<file path="config.mk">
export PLATFORM = sky130hd
export DESIGN_NAME = shift_sequencer
export DESIGN_NICKNAME = d
export VERILOG_FILES = /design/src/rtl/shift_sequencer.sv
export SDC_FILE = /design/constraint.sdc
export NUM_CORES = 1
export LEC_CHECK = 0
export BUFFER_PORTS_ARGS = -buffer_cell sky130_fd_sc_hd__buf_4
export CAP_MARGIN = 20
export CORE_MARGIN = 8
export CORE_UTILIZATION = 35
export CTS_BUF_LIST = sky130_fd_sc_hd__clkbuf_16
export DETAILED_ROUTE_END_ITERATION = 7
export PLACE_DENSITY = 0.61
export SYNTH_ARGS = -nofsm -noshare
export SYNTH_HDL_FRONTEND = slang
export SYNTH_SLANG_ARGS = --single-unit
</file>
<file path="constraint.sdc">
create_clock -name clk -period 4.1 [get_ports clk]
set_clock_uncertainty 0.15 [all_clocks]
set_input_delay 0.205 -clock clk [delete_from_list [all_inputs] [get_ports clk]]
set_output_delay 0.205 -clock clk [all_outputs]
set_load 0.02 [all_outputs]
</file>
<file path="src/rtl/shift_sequencer.sv">
// shift_sequencer
//   Multi-cycle controller that sits upstream of a small shift register. It takes an
//   operand, a direction and a shift count, then drives the shifter's load and shift
//   controls. It issues exactly `count` shift cycles, and finally captures the
//   shifted value, the carry (last bit shifted out) and a zero flag.
//
// Ports
//   clk      in   1      system clock, rising edge
//   rst_n    in   1      asynchronous active-low reset
//   start    in   1      request, sampled only while idle
//   dir      in   1      0 = shift left, 1 = shift right
//   count    in   CNT_W  number of single-bit shifts
//   operand  in   WIDTH  value loaded into the shifter
//   sh_data  out  WIDTH  shifter data input (latched operand)
//   sh_load  out  1      shifter load enable
//   sh_ctrl  out  2      shifter {lsh, rsh}
//   sh_out   in   WIDTH  shifter data output
//   sh_flag  in   1      bit shifted out by the most recent shift
//   busy     out  1      operation in progress
//   done     out  1      one-cycle pulse, result/carry/zero valid from this cycle
//   result   out  WIDTH  captured shifter value
//   carry    out  1      last bit shifted out, 0 when count = 0
//   zero     out  1      result == 0
module shift_sequencer #(
  parameter int unsigned WIDTH = 4,
  parameter int unsigned CNT_W = 3
) (
  input  logic             clk,
  input  logic             rst_n,
  input  logic             start,
  input  logic             dir,
  input  logic [CNT_W-1:0] count,
  input  logic [WIDTH-1:0] operand,
  output logic [WIDTH-1:0] sh_data,
  output logic             sh_load,
  output logic [1:0]       sh_ctrl,
  input  logic [WIDTH-1:0] sh_out,
  input  logic             sh_flag,
  output logic             busy,
  output logic             done,
  output logic [WIDTH-1:0] result,
  output logic             carry,
  output logic             zero
);

  typedef enum logic [1:0] {StIdle, StLoad, StShift, StCapture} state_e;

  localparam logic [1:0] CtrlNone  = 2'b00;
  localparam logic [1:0] CtrlLeft  = 2'b10;
  localparam logic [1:0] CtrlRight = 2'b01;

  state_e           state_q;
  logic             dir_q;
  logic [CNT_W-1:0] cnt_q;
  logic [CNT_W-1:0] rem_q;

  // Outputs are registered and updated together with the state they belong to,
  // so each output always reflects the current state (Moore) without glitches.
  // The async reset forces the shifter controls low immediately on abort.
  always_ff @(posedge clk or negedge rst_n) begin
    if (!rst_n) begin
      state_q <= StIdle;
      dir_q   <= 1'b0;
      cnt_q   <= '0;
      rem_q   <= '0;
      sh_data <= '0;
      sh_load <= 1'b0;
      sh_ctrl <= CtrlNone;
      busy    <= 1'b0;
      done    <= 1'b0;
      result  <= '0;
      carry   <= 1'b0;
      zero    <= 1'b0;
    end else begin
      done <= 1'b0;
      unique case (state_q)
        StIdle: begin
          if (start) begin
            sh_data <= operand;
            dir_q   <= dir;
            cnt_q   <= count;
            sh_load <= 1'b1;
            busy    <= 1'b1;
            state_q <= StLoad;
          end
        end
        StLoad: begin
          sh_load <= 1'b0;
          rem_q   <= cnt_q;
          if (cnt_q == '0) begin
            state_q <= StCapture;
          end else begin
            sh_ctrl <= dir_q ? CtrlRight : CtrlLeft;
            state_q <= StShift;
          end
        end
        StShift: begin
          rem_q <= rem_q - CNT_W'(1);
          // Last shift edge: drop controls so the shifter holds for capture.
          if (rem_q == CNT_W'(1)) begin
            sh_ctrl <= CtrlNone;
            state_q <= StCapture;
          end
        end
        StCapture: begin
          result  <= sh_out;
          carry   <= (cnt_q != '0) && sh_flag;
          zero    <= (sh_out == '0);
          done    <= 1'b1;
          busy    <= 1'b0;
          state_q <= StIdle;
        end
        default: state_q <= StIdle;
      endcase
    end
  end

endmodule

</file>
==> impl_metrics.env <==
export IMPL_status="finished clean"
export IMPL_setup_viol=0
export IMPL_cts_root_buffer="clkbuf_16"
export IMPL_cpPeakStageDelay_ns=0.52
export IMPL_power_leakage_nw=0.729
export IMPL_cts_buffers_inserted=3
export IMPL_io_buffers=30
export IMPL_mostFrequentLayoutCell="buf_4"
export IMPL_min_path_type="in2reg"
export IMPL_synth_compound_area_share_pct=12.0
export IMPL_path_cells="inv_1 -> ha_1 -> or4b_4 -> a31oi_1 -> o22ai_1"
export IMPL_globalplace_congestion=0.760
export IMPL_synthAdderAreaFrac_pct=6.64
export IMPL_cts_hold_buf=1
export IMPL_synth_simple_area_share_pct=7.53
export IMPL_critPathKind="reg2reg"
export IMPL_final_cell_mix="buf_4, dfrtp_1, inv_1, mux2_1"
export IMPL_drv_cap=0
export IMPL_grt_busiest_layer="met2"
export IMPL_max_freq_mhz=538
export IMPL_powerDensity_nw_per_um2=877
export IMPL_synth_cell_type_count=28
export IMPL_grtUsageMet2_pct=14.7
export IMPL_rsz0062_at_grt="no"
export IMPL_dp_hpwl_um=1800
export IMPL_setup_ws_ns=2.24
export IMPL_cts_tree="done"
export IMPL_io_pins=31
export IMPL_vias=804
export IMPL_cp_num_buf_inv=1
export IMPL_synth_edf_count=0
export IMPL_drc=0
export IMPL_die_area_um2=5300
export IMPL_final_hold_viol_count=0
export IMPL_grt_max_degree=25
export IMPL_netlist_instances=91
export IMPL_grt_total_usage_pct=10.1
export IMPL_worst_slew_pin_slew_ns=0.411
export IMPL_async_flop_share_pct=100
export IMPL_ys_seq_area_share_pct=53.2
export IMPL_htreeDepth=1
export IMPL_peakVddDrop_uv=366
export IMPL_initial_core_util_pct=37.0
export IMPL_drt_iter0_markers=12
export IMPL_syn_cell_area_um2=1130
export IMPL_instances_no_fill=169
export IMPL_antennaDiodeCount=0
export IMPL_preCtsSetupSlack_ns=2.25
export IMPL_grt_ovfl_total=0
export IMPL_slowest_stage="or4b_4"
export IMPL_synth_top_family_by_area="multiplexers"
export IMPL_clkTransAtPathRegs_ns=0.06
export IMPL_ys_ff_latch=24
export IMPL_fp_dieH_um=72.8
export IMPL_required_ns=4.07
export IMPL_vias_per_cell=4.76
export IMPL_yosysWarnings=0
export IMPL_wirelength_um=2420
export IMPL_grt_pass1_vias=856
export IMPL_core_area_um2=3050
export IMPL_num_fill_cells=291
export IMPL_finalCritPeriodShare_pct=45.3
export IMPL_clk_latency_ns=0.26
export IMPL_layout_nets=148
export IMPL_drtAntennaViolNets=0
export IMPL_critPathTopFamily="simple AND/OR/NAND/NOR gates"
export IMPL_cts_resized_gates=0
export IMPL_post_cts_repair_setup_buffers=0
export IMPL_cts_sinks=24
export IMPL_dr_pass1_iters=3
export IMPL_fin_setup_tns_ns=0
export IMPL_grt_first_pass_wirelength_um=4070
export IMPL_antenna_found_initial=0
export IMPL_syn_to_final_growth_pct=34.6
export IMPL_cp_data_arrival_time_ns=1.83
export IMPL_whs_ns=0.00732
export IMPL_synth_ff_type="dfrtp_1"
export IMPL_fin_util_pct=49.8
export IMPL_ctsLongestPathBuffers=2
export IMPL_fin_crit_ns=1.86
export IMPL_synthXorXnorAreaFrac_pct=0
export IMPL_synth_nets=113
export IMPL_grtUsageMet3_pct=4.26
export IMPL_drive_above_1_share_pct=36.0
export IMPL_cp_end_kind="register"
export IMPL_row_count=20
export IMPL_use_met1_pct=11.7
export IMPL_crit_fanout=7
export IMPL_syn_mean_instance_area_um2=12.4
export IMPL_drv_slew=0
export IMPL_start_kind="register"
export IMPL_placedCellCount=163
export IMPL_die_x_um=72.8
export IMPL_synth_mux_area_share_pct=15.7
export IMPL_relSlewSlack_pct=72.6
export IMPL_wire_per_inst_um=14.3
worst register-to-register path: cells and delay by family (launching register included):
family	cells	cell delay, ns
simple gates	1	0.52
flops	1	0.42
buf+inv	1	0.10
fa+ha+maj	1	0.26
compound gates	2	0.28
report_power, final:
group          switching [mW]  total (mW)  leakage (nW)  internal, mW
combinational           0.314       0.609         0.389         0.295
sequential             0.0871       0.446         0.289         0.358
clock                  0.0846       0.279        0.0511         0.194
total                   0.485        1.33         0.729         0.848
cell usage after synthesis (3+ instances only):
library cell,count,area (um^2)
dfrtp_1,24,601
inv_1,11,41.3
mux2_1,8,90.1
ha_1,6,75.1
mux2_2,6,67.6
a21oi_1,4,20.0
o21ai_0,3,15.0
o22ai_1,3,18.8
metal layers:
metal / part of all wire [%] / wire length (um) / vias up
li1: - / - / 389
met1: 47 / 1140 / 384
met2: 43 / 1050 / 25
met5: 0 / 0 / -
met4: 2.9 / 70 / 0
met3: 7.1 / 171 / 6
layout make-up:
type | count | area [um^2] | area share [%]
Tap cell | 44 | 55.1 | 3.62
Clock inverter | 1 | 30.0 | 1.98
Timing Repair Buffer | 32 | 245 | 16.1
Sequential cell | 24 | 601 | 39.5
Inverter | 11 | 41.3 | 2.72
Multi-Input combinational cell | 54 | 473 | 31.1
Clock buffer | 3 | 75.1 | 4.94
metrics by stage:
step	power, mW	area [um^2]
final	1.33	1520
after global routing	1.43	1520
after global placement	1.04	1400
after detailed placement	1.07	1400
after floorplan	0.857	1130
after CTS	1.35	1510
kinds of logic after synthesis:
| group | after synthesis |
|---|---|
| DFF | 24 |
| AOI/OAI and AO/OA | 19 |
| muxes | 16 |
| buffers and inverters | 13 |
| and+or+nand+nor | 13 |
| adders and majority gates | 6 |
final timing paths:
kind | from | endpoint | slack (ns) | depth (start not counted)
worst max-delay path | state_q[1] | sh_ctrl[1] | 2.24 | 5
worst min-delay path | operand[0] | sh_data[0] | 0.007 | 2
worst max register to register | state_q[1] | sh_ctrl[1] | 2.24 | 5
worst min register to register | result[2] | result[2] | 0.35 | 1
max in group asynchronous | rst_n | sh_ctrl[1] | 3.33 | 2
min in group asynchronous | rst_n | busy | 0.23 | 2
sequential cells by signal, summed over array words and instances (netlist names), 2 cells and up:
signal / cells
cnt_q: 3
rem_q: 3
result: 4
sh_ctrl: 2
sh_data: 4
state_q: 2
Note: power is estimated with default switching activity, not from simulation.
